**config.mk**
```make
export PLATFORM = sky130hd
export DESIGN_NAME = mem_access_unit
export DESIGN_NICKNAME = d
export VERILOG_FILES = /design/src/rtl/mem_access_unit.sv
export SDC_FILE = /design/constraint.sdc
export NUM_CORES = 1
export LEC_CHECK = 0
export BUFFER_PORTS_ARGS = -buffer_cell sky130_fd_sc_hd__buf_2
export CORE_AREA = 2 2 155 172
export DETAILED_ROUTE_END_ITERATION = 6
export DIE_AREA = 0 0 157 174
export PLACE_DENSITY = 0.79
export SYNTH_ARGS = -nofsm -noshare
export SYNTH_HDL_FRONTEND = slang
export SYNTH_SLANG_ARGS = --single-unit
```
**constraint.sdc**
```tcl
create_clock -name clk -period 3.95 [get_ports clk]
set_input_delay 0.79 -clock clk [delete_from_list [all_inputs] [get_ports clk]]
set_output_delay 0.79 -clock clk [all_outputs]
set_load 0.05 [all_outputs]
```
**src/rtl/mem_access_unit.sv**
```systemverilog
// mem_access_unit: MEM-stage port with a posted store buffer and a variable-latency bus master.
// Optional feature macro MEM_ADDR_EXC_EN: misaligned accesses raise AdEL/AdES instead of being force-aligned.
module mem_access_unit #(
  parameter int ADDR_WIDTH = 32,
  parameter int DATA_WIDTH = 32,
  parameter int SB_DEPTH   = 4
) (
  input  logic                      clk,
  input  logic                      rst,
  input  logic                      req_valid,
  output logic                      req_ready,
  input  logic                      req_write,
  input  logic                      req_sign_ext,
  input  logic [1:0]                req_size,
  input  logic [ADDR_WIDTH-1:0]     req_addr,
  input  logic [DATA_WIDTH-1:0]     req_wdata,
  input  logic                      req_flush,
  output logic                      resp_valid,
  output logic [DATA_WIDTH-1:0]     resp_rdata,
  output logic [1:0]                resp_exc,
  output logic [ADDR_WIDTH-1:0]     resp_badvaddr,
  output logic                      bus_req,
  output logic                      bus_we,
  output logic [DATA_WIDTH/8-1:0]   bus_wstrb,
  output logic [ADDR_WIDTH-1:0]     bus_addr,
  output logic [DATA_WIDTH-1:0]     bus_wdata,
  input  logic                      bus_ack,
  input  logic [DATA_WIDTH-1:0]     bus_rdata,
  output logic                      sb_empty
);
  localparam int LANES = DATA_WIDTH / 8;
  localparam int OFF_W = $clog2(LANES);
  localparam int PTR_W = $clog2(SB_DEPTH);
  localparam int CNT_W = PTR_W + 1;

  typedef enum logic [1:0] {IDLE, DRAIN, LREQ, LKILL} state_t;
  state_t state;

  logic [ADDR_WIDTH-1:0] sb_addr [SB_DEPTH];
  logic [LANES-1:0]      sb_strb [SB_DEPTH];
  logic [DATA_WIDTH-1:0] sb_data [SB_DEPTH];
  logic [PTR_W-1:0]      sb_head, sb_tail;
  logic [CNT_W-1:0]      sb_count;

  logic [ADDR_WIDTH-1:0] ld_addr;
  logic [OFF_W-1:0]      ld_off;
  logic [1:0]            ld_size;
  logic                  ld_sext;

  logic                  sb_full, rd_active, wr_active, sb_pop, sb_push, accept, exc_hit;
  logic [1:0]            eff_size;
  logic [ADDR_WIDTH-1:0] low_mask, eff_addr, lane_addr;
  logic [OFF_W-1:0]      eff_off;
  logic [7:0]            strb_base;
  logic [LANES-1:0]      eff_strb;
  logic [DATA_WIDTH-1:0] eff_wdata;

  // Reads own the bus while in flight; otherwise the buffer head drives it.
  assign sb_full   = (sb_count == CNT_W'(SB_DEPTH));
  assign rd_active = (state == LREQ) || (state == LKILL);
  assign wr_active = !rd_active && (sb_count != '0);
  assign bus_req   = rd_active || wr_active;
  assign bus_we    = wr_active;
  assign bus_addr  = rd_active ? ld_addr : (wr_active ? sb_addr[sb_head] : '0);
  assign bus_wstrb = wr_active ? sb_strb[sb_head] : '0;
  assign bus_wdata = wr_active ? sb_data[sb_head] : '0;
  assign sb_pop    = wr_active && bus_ack;
  assign sb_empty  = (sb_count == '0);
  assign req_ready = (state == IDLE) && !sb_full;
  assign accept    = req_valid && req_ready && !req_flush;
  assign sb_push   = accept && req_write && !exc_hit;

  always_comb begin
    eff_size = req_size;
    if (DATA_WIDTH == 32 && req_size == 2'd3) eff_size = 2'd2;
    unique case (eff_size)
      2'd0:    begin low_mask = '0;              strb_base = 8'h01; end
      2'd1:    begin low_mask = ADDR_WIDTH'(1);  strb_base = 8'h03; end
      2'd2:    begin low_mask = ADDR_WIDTH'(3);  strb_base = 8'h0F; end
      default: begin low_mask = ADDR_WIDTH'(7);  strb_base = 8'hFF; end
    endcase
    eff_addr  = req_addr & ~low_mask;
    eff_off   = eff_addr[OFF_W-1:0];
    lane_addr = {eff_addr[ADDR_WIDTH-1:OFF_W], {OFF_W{1'b0}}};
    eff_strb  = LANES'(strb_base) << eff_off;
    eff_wdata = req_wdata << {eff_off, 3'b000};
  end

`ifdef MEM_ADDR_EXC_EN
  assign exc_hit = (DATA_WIDTH == 32 && req_size == 2'd3) || ((req_addr & low_mask) != '0);
`else
  assign exc_hit = 1'b0;
`endif

  function automatic logic [DATA_WIDTH-1:0] extend(input logic [DATA_WIDTH-1:0] d,
                                                   input logic [1:0] sz, input logic sx);
    logic [DATA_WIDTH-1:0] r;
    logic                  sgn;
    int                    nb;
    nb = 8 << sz;
    if (nb > DATA_WIDTH) nb = DATA_WIDTH;
    sgn = sx & d[nb-1];
    for (int i = 0; i < DATA_WIDTH; i++) r[i] = (i < nb) ? d[i] : sgn;
    return r;
  endfunction

  always_ff @(posedge clk) begin
    if (sb_push) begin
      sb_addr[sb_tail] <= lane_addr;
      sb_strb[sb_tail] <= eff_strb;
      sb_data[sb_tail] <= eff_wdata;
    end
  end

  always_ff @(posedge clk) begin
    if (rst) begin
      state         <= IDLE;
      sb_head       <= '0;
      sb_tail       <= '0;
      sb_count      <= '0;
      ld_addr       <= '0;
      ld_off        <= '0;
      ld_size       <= '0;
      ld_sext       <= 1'b0;
      resp_valid    <= 1'b0;
      resp_rdata    <= '0;
      resp_exc      <= '0;
      resp_badvaddr <= '0;
    end else begin
      resp_valid    <= 1'b0;
      resp_rdata    <= '0;
      resp_exc      <= '0;
      resp_badvaddr <= '0;
      if (sb_push) sb_tail <= sb_tail + PTR_W'(1);
      if (sb_pop)  sb_head <= sb_head + PTR_W'(1);
      sb_count <= sb_count + CNT_W'(sb_push) - CNT_W'(sb_pop);

      unique case (state)
        IDLE: begin
          if (accept) begin
            if (exc_hit) begin
              resp_valid    <= 1'b1;
              resp_exc      <= {req_write, !req_write};
              resp_badvaddr <= req_addr;
            end else if (req_write) begin
              resp_valid <= 1'b1;
            end else begin
              ld_addr <= lane_addr;
              ld_off  <= eff_off;
              ld_size <= eff_size;
              ld_sext <= req_sign_ext;
              // A head store acked this very cycle already counts as drained.
              state   <= (sb_count == CNT_W'(sb_pop)) ? LREQ : DRAIN;
            end
          end
        end
        DRAIN: begin
          if (req_flush) state <= IDLE;
          else if (sb_count == '0 || (sb_count == CNT_W'(1) && sb_pop)) state <= LREQ;
        end
        LREQ: begin
          if (bus_ack) begin
            state <= IDLE;
            if (!req_flush) begin
              resp_valid <= 1'b1;
              resp_rdata <= extend(bus_rdata >> {ld_off, 3'b000}, ld_size, ld_sext);
            end
          end else if (req_flush) begin
            state <= LKILL;
          end
        end
        LKILL: begin
          if (bus_ack) state <= IDLE;
        end
        default: state <= IDLE;
      endcase
    end
  end
endmodule

```
### Word-level counts from Yosys, hierarchy flattened

Memory sizes are Yosys's and may differ from the RTL's. A register that Yosys moved wholly into a read port is not among the register bits.
Index checks and enable logic that the tools add are counted.
W data, S select, Z words.

| cells by class | value |
|---|---|
| add/sub/neg operators | 5 |
| $mul | 0 |
| divide/modulo/power cells | 0 |
| order comparisons | 34 |
| equal/unequal tests | 14 |
| shift operators | 4 |
| mux-type cells | 69 |
| bitwise operators | 6 |
| reduce and logical (&&, ||, !) cells | 20 |

Operators with widths:

| cell | count |
|---|---|
| $lt A6 B32 Y1 const A | 16 |
| $lt A5 B32 Y1 const A | 8 |
| $mux W32 | 8 |
| $lt A4 B32 Y1 const A | 4 |
| $lt A3 B32 Y1 const A | 2 |
| $mux W1 | 40 |
| $and A32 B32 Y32 | 1 |
| $gt A32 B7 Y1 const B | 1 |
| $lt A1 B32 Y1 const A | 1 |
| $lt A2 B32 Y1 const A | 1 |
| $lt A32 B7 Y1 const B | 1 |
| $not A32 Y32 | 1 |
| $shl A32 B5 Y32 | 1 |
| $shl A4 B2 Y32 const A | 1 |
| $shr A32 B5 Y32 | 1 |
| $sub A32 B2 Y32 const B | 1 |
| $mux W2 | 15 |
| $pmux W4 S3 | 1 |
| $pmux W3 S3 | 1 |
| $eq A2 B2 Y1 const B | 4 |
| $pmux W2 S4 | 1 |
| $logic_and A1 B1 Y1 | 7 |
| $ne A2 B2 Y1 const B | 3 |
| $ne A3 B3 Y1 const B | 2 |
| other kinds (21) | 30 |

| word-level totals | value |
|---|---|
| flip-flop bits (word level) | 77 |
| latch bits | 0 |
| RAM bits | 264 |
| ROM bits | 0 |
| input port bits | 105 |
| output and inout bits | 139 |
| logic and storage cells | 165 |
| memories kept | 3 |

Memories:

| memory | words | bits a word | rd ports | clocked after memory_dff | wr ports | line | text |
|---|---|---|---|---|---|---|---|
| sb_data | 4 | 32 | 1 | 1 | 1 | 41 | `logic [DATA_WIDTH-1:0] sb_data [SB_DEPTH];` |
| sb_addr | 4 | 30 | 1 | 1 | 1 | 39 | `logic [ADDR_WIDTH-1:0] sb_addr [SB_DEPTH];` |
| sb_strb | 4 | 4 | 1 | 1 | 1 | 40 | `logic [LANES-1:0] sb_strb [SB_DEPTH];` |

### Longest topological paths before layout

Gate-level depths: netlist of the first run.

| logic depth | value |
|---|---|
| depth after elaboration | 13 |
| gate-level depth with buffers | 12 |
| depth with buffers taken out | 11 |

### Worst setup path after synthesis of the first run

OpenSTA, ideal clock, no wires.

| path | value |
|---|---|
| path kind | reg-to-reg |
| start point | register sb_count[1] |
| end point | memory sb_addr[1][0] (netlist name), enable pin |
| setup time | 431 ps |
| arrival | 3222 ps |
| required time | 3519 ps |
| slack | 297 ps |
| stages on the path, launching flop included | 6 |
| buffers on the path | 1 |
| period minus slack after synthesis | 3653 ps |
| path through | dfxtp_1 -> nor2_1 -> a211oi_2 -> and3_1 -> buf_2 -> and2_1 |

| between the ends | value |
|---|---|
| cells in the longest elaborated chain, start to end | 8 |

RTL lines:

| what | line | text |
|---|---|---|
| from (decl) | 43 | `logic [CNT_W-1:0] sb_count;` |
| from (signal assigned) | 136 | `sb_count <= sb_count + CNT_W'(sb_push) - CNT_W'(sb_pop);` |
| $eq A3 B3 Y1 | 59 | `assign sb_full = (sb_count == CNT_W'(SB_DEPTH));` |
| $logic_not A1 Y1 | 69 | `assign req_ready = (state == IDLE) && !sb_full;` |
| $logic_and A1 B1 Y1 | 69 |  |
| named net req_ready | 11 | `output logic req_ready,` |
| $logic_and A1 B1 Y1 (2 in series) | 70 | `assign accept = req_valid && req_ready && !req_flush;` |
| $logic_and A1 B1 Y1 | 71 | `assign sb_push = accept && req_write && !exc_hit;` |
| $mux W1 | 108 | `if (sb_push) begin` |
| $mux W1 (implied by the code) | 109 | `sb_addr[sb_tail] <= lane_addr;` |
| to (decl) | 39 |  |

The timed path passes the listed nets, and every way through them passes these cells.

==> impl_metrics.json, run 1 <==
{
  "synth_area_leaders": "edfxtp_1 56%, dfxtp_1 11%, mux4_2 11%, nand2_1 2.6%, a21oi_1 2.4%",
  "cts_buffers": 35,
  "clk_pin_slew_ns": 0.06,
  "period_needed_ns": 3.31,
  "cts_tree": "built",
  "routed_wl_mm": 30.5,
  "status": "finished, final reports clean",
  "slew_violations": 0,
  "dpl-instance-area_mm2": 0.0154,
  "worst_pin_slew_ns": 0.975,
  "die_w_um": 157,
  "power_frac_clock": 0.288,
  "synth_area_mm2": 0.0141,
  "yosysMostFrequentCell": "edfxtp_1",
  "r2r_start": "state[1]",
  "power.leakage_nw": 5.92,
  "grt_setup_unrepaired": "no",
  "htreeDepth": 2,
  "grt_max_degree": 67,
  "ys_types": 49,
  "grt_pass1_vias": 8319,
  "grt.total_usage": 0.222,
  "overflow": 0,
  "ioPinCount": 244,
  "io_buffers": 207,
  "fin_cells": 1509,
  "core-area_mm2": 0.0257,
  "cp-end-kind": "output pin",
  "combPwrFrac": 0.344,
  "place_hpwl_mm": 19.2,
  "gp_congestion": 0.863,
  "synth_common_cells": "264 x edfxtp_1, 98 x nand2_1, 79 x dfxtp_1",
  "finClkSkew_ns": 0.0204,
  "hold_buffers": 0,
  "cts.sinks": 343,
  "fmax_ghz": 0.302,
  "drc": 0,
  "antenna_found_initial": 6,
  "dr.pass1.iters": 7,
  "final_nets": 1242,
  "yosys_warnings": 0,
  "vdd_drop_max_v": 0.000408,
  "synth-main-ff-cell": "edfxtp_1",
  "hp-start": "ld_addr[20]",
  "p_switching_mw": 4.13,
  "ys_seq_area_frac": 0.673,
  "cts_resized": 0,
  "final_area_mm2": 0.0166,
  "drive_above_1_share": 0.316,
  "r2r-end": "sb_count[2]",
  "netlist_instances": 928,
  "slew_headroom": 0.350,
  "maxCapViolations": 0,
  "worstSkewPairLatency_ns": 0.51,
  "die_h_um": 174,
  "min_path_type": "reg -> reg",
  "postCtsSetupBuffers": 0,
  "vias": 8405,
  "r2r_cells": 10,
  "syn_area_per_cell_um2": 15.2,
  "final_hold_viol_count": 0,
  "num_rows": 62,
  "fin_crit_sh": 0.837,
  "hold_depth": 2,
  "cp.arrival_ns": 2.52,
  "worstSetupPathType": "reg -> out",
  "placedCellCount": 1444,
  "hold_path_end": "ld_addr[20]",
  "syn2layout_area_growth_pct": 17.4,
  "fillers": 1848,
  "p_int_mw": 7.13,
  "fin_tns_setup_ns": 0,
  "die-area_mm2": 0.0273,
  "synth_top_area_cell": "edfxtp_1",
  "wire_per_inst_um": 20.2,
  "ys_ff_latch": 343,
  "initial_core_util": 0.550,
  "via_per_inst": 5.57,
  "power.density_mw_per_mm2": 679,
  "cts_buffer_depth": 3,
  "cp-start-kind": "flip-flop",
  "drtIter0Drc": 646,
  "seqPwrFrac": 0.369,
  "finalSetupViolations": 0,
  "synth_edf_count": 264,
  "cts_root_buf": "clkbuf_16",
  "grt_pass1_wl_mm": 46.4,
  "netSwitchingFraction": 0.367,
  "async_reset_ff_frac": 0,
  "synth_top_area_share": 0.561,
  "crit_fanout": 28,
  "reg2reg_setup_slack_ns": 1.21,
  "worstPathRequired_ns": 3.16,
  "final_antenna_net_count": 0
}
==> power by group through the flow <==
stage | Combinational [mW] | Sequential [mW] | Clock [mW]
global route | 4.08 | 4.17 | 3.45
global placement | 3.87 | 4.23 | 0
CTS | 3.91 | 4.16 | 3.31
detailed placement | 3.89 | 4.24 | 0
finish | 3.87 | 4.15 | 3.24
floorplan | 3.07 | 4.14 | 0
==> kinds of logic after synthesis <==
group / count (synthesis) / share of synthesized area
muxes: 107 / 0.135
and+or+nand+nor: 222 / 0.0759
AOI/OAI and AO/OA: 138 / 0.0637
buffers and inverters: 104 / 0.0405
xor gates and xnor gates: 5 / 0.00310
adders and majority gates: 8 / 0.00762
DFF: 343 / 0.673
other: 1 / 0.000266
==> per-layer routing <==
| metal | global-route usage | wire, µm | vias up |
|---|---|---|---|
| met5 | 0 | 0 | - |
| met4 | 0.0845 | 894 | 0 |
| met3 | 0.0426 | 1850 | 55 |
| met2 | 0.378 | 15600 | 297 |
| met1 | 0.283 | 12200 | 4221 |
| li1 | - | - | 3832 |
==> sequential cells by signal (all words and copies together), names as in the netlist, named ones only <==
name	cells
state	2
sb_data	128
ld_sext	1
ld_off	2
ld_size	2
sb_strb	16
resp_rdata	32
sb_count	3
ld_addr	30
resp_valid	1
sb_tail	2
sb_head	2
sb_addr	120
==> cells in the final DEF, fill, tap and decap left out, drive strengths merged, types with 17 or more instances in the layout <==
cell,synthesis,layout
a211oi,17,17
conb,1,36
edfxtp,264,264
nand2,98,98
clkbuf,31,45
nor2,37,37
a22o,30,30
mux2i,32,32
mux4,66,66
a21oi,67,67
dfxtp,79,79
buf,64,224
and2,48,48
==> how the worst max path moves through the flow <==
stage,from,end,cells past startpoint
after floorplan,sb_count[1],sb_addr[1][0],5
after global placement,req_flush,sb_count[2],11
after detailed placement,req_flush,sb_count[2],11
after CTS,flip-flop,bus_addr[28],4
after global routing,flip-flop,bus_addr[28],4
final,flip-flop,bus_wdata[20],4
==> layout make-up <==
class                           count  area, µm²  share of cell area
Timing Repair Buffer              224       1240              0.0747
Sequential cell                   343       9510               0.574
Clock inverter                     14        154             0.00929
Multi-Input combinational cell    516       4190               0.253
Inverter                            9       33.8             0.00204
Clock buffer                       45        986              0.0595
Tap cell                          352        440              0.0266
Antenna cell                        6       15.0            0.000906
==> metrics by stage <==
stage,hold slack [ns],utilization,setup WS [ns],total power [mW]
2_1_floorplan,0.437,-,0.297,7.21
3_3_place_gp,0.442,0.600,1.10,8.10
3_5_place_dp,0.448,0.600,1.05,8.12
4_1_cts,0.456,0.645,0.548,11.4
5_1_grt,0.474,0.645,0.457,11.7
6_report,0.453,0.645,0.644,11.3
==> critical path: stages (launching register included) <==
cell and delay, ns:
dfxtp_4 0.75, buf_12 0.28, mux4_2 0.51, and2_1 0.21, buf_2 0.23
(Power assumes the default switching activity.)
==> run 2, diff against run 1 <==
==> constraint.sdc (replaced) <==
create_clock -name clk -period 3.1 [get_ports clk]
set_input_delay 0.62 -clock clk [delete_from_list [all_inputs] [get_ports clk]]
set_output_delay 0.62 -clock clk [all_outputs]
set_load 0.05 [all_outputs]
==> run 2 against run 1 <==
Effect of this change:
- sequential share of layout area fell by 0.26 points
- sequential cell count did not move
- non-clock buffer count rose by 13
- global-route usage rose by 0.64 points
- clock-buffer cell count fell by 3
- wire length rose by 2.7%
- worst hold slack got worse by 0.099 ns
==> impl_metrics.json, run 2 (synthesis gave the netlist of run 1 again) <==
{
  "final_cell_mix": "264 x edfxtp_1, 207 x buf_2, 98 x nand2_1, 77 x dfxtp_1, 67 x a21oi_1",
  "vdd_drop_max_v": 0.000513,
  "fmax_ghz": 0.354,
  "largest_reg_flops": 128,
  "htreeDepth": 2,
  "num_rows": 62,
  "postCtsSetupBuffers": 0,
  "min_path_type": "in -> reg",
  "cp-end-kind": "output pin",
  "top_regs": "sb_data: 128 flops, sb_addr: 120 flops, resp_rdata: 32 flops",
  "vias": 8524,
  "drtIter0Drc": 678,
  "cts_root_buf": "clkbuf_16",
  "reg2reg_setup_slack_ns": 0.61,
  "die-area_mm2": 0.0273,
  "hold_depth": 1,
  "final_common_cell": "edfxtp_1",
  "overflow": 0,
  "grt_max_degree": 39,
  "final_hold_viol_count": 0,
  "syn2layout_area_growth_pct": 17.9,
  "dpl-instance-area_mm2": 0.0156,
  "drc": 0,
  "slew_headroom": 0.533,
  "cp.arrival_ns": 2.20,
  "r2r_cells": 11,
  "final_nets": 1254,
  "grt_pass1_vias": 8570,
  "initial_core_util": 0.550,
  "final_antenna_net_count": 0,
  "cts_buffer_depth": 3,
  "fillers": 1845,
  "hold_ws_ns": 0.354,
  "drive_above_1_share": 0.325,
  "worst_pin_slew_ns": 0.699,
  "crit_fanout": 26,
  "r2r-end": "sb_count[2]",
  "r2r_start": "sb_count[1]",
  "setup_ws_ns": 0.277,
  "grt_pass1_wl_mm": 47.6,
  "maxCapViolations": 0,
  "fin_cells": 1522,
  "power.leakage_nw": 5.97,
  "wire_per_inst_um": 20.6,
  "clk_pin_slew_ns": 0.06,
  "worstSetupPathType": "reg -> out",
  "placedCellCount": 1457,
  "utilization": 0.649,
  "worstSkewPairLatency_ns": 0.50,
  "final_area_mm2": 0.0167,
  "antenna_found_initial": 5,
  "gp_congestion": 0.870,
  "io_buffers": 207,
  "period_needed_ns": 2.82,
  "finClkSkew_ns": 0.0105,
  "power.density_mw_per_mm2": 855,
  "core-area_mm2": 0.0257,
  "power_mw": 14.2,
  "regArea_mm2": 0.00952,
  "cts.sinks": 343,
  "fin_tns_setup_ns": 0,
  "status": "finished, final reports clean",
  "place_hpwl_mm": 20.1,
  "hold_path_end": "sb_addr[1][20]",
  "cts_buffers": 34,
  "die_w_um": 157,
  "slew_violations": 0,
  "die_h_um": 174,
  "hp-start": "req_addr[22]",
  "routed_wl_mm": 31.3,
  "dr.pass1.iters": 5,
  "finalSetupViolations": 0,
  "regMostFlops": "sb_data",
  "place_ws_ns": 0.545,
  "grt.total_usage": 0.229,
  "fin_crit_sh": 0.911,
  "multi_input_area_mm2": 0.00420,
  "ioPinCount": 244,
  "worstPathRequired_ns": 2.48,
  "hold_buffers": 0,
  "grt_setup_unrepaired": "no",
  "cts_tree": "built",
  "via_per_inst": 5.60,
  "cts_resized": 0,
  "cp-start-kind": "flip-flop"
}
## run 2: cell types whose count changed in the layout (fill, tap and decap cells not counted), moves of 2 or more
cell / delta
buf_12: +4
buf_4: +9
clkbuf_16: -2
clkinv_2: +3
clkinv_4: -2
and2_2: -4
bufinv_16: -2
and2_4: +4
inv_6: +3
## run 2: worst max-delay path, stage by stage (launching register included)
cell and delay (ns):
dfxtp_4 0.61, buf_4 0.32, mux4_2 0.33, a22o_1 0.20, buf_2 0.22
## run 2: worst max-delay path by stage
stage                startpoint           to
floorplan           sb_count[1]  sb_count[2]
global placement      req_flush  sb_count[2]
detailed placement    req_flush  sb_count[2]
CTS                   flip-flop  bus_addr[2]
global route          flip-flop  bus_addr[2]
finish                flip-flop  bus_addr[2]
## run 2: layout make-up
class,count,share of cell area
clock inverters,18,0.00774
diodes,5,0.000751
multi-input cells,516,0.252
repair buffers,237,0.0833
clock buffers,42,0.0560
well taps,352,0.0264
flip-flops and latches,343,0.571
inverters,9,0.00203
## run 2: report_power, final
group | switching, mW | total (mW) | leakage, nW | internal [mW]
Sequential | 0.111 | 5.23 | 3.03 | 5.12
Clock | 1.65 | 3.88 | 0.519 | 2.23
Combinational | 3.59 | 5.13 | 2.42 | 1.54
Total | 5.36 | 14.2 | 5.97 | 8.89
## run 2: metal layers
metal / GRT usage / vias up / share of wire
met2: 0.376 / 363 / 0.49
met1: 0.299 / 4254 / 0.40
met4: 0.0982 / 0 / 0.036
met3: 0.0434 / 64 / 0.067
met5: 0 / - / 0
li1: - / 3843 / -
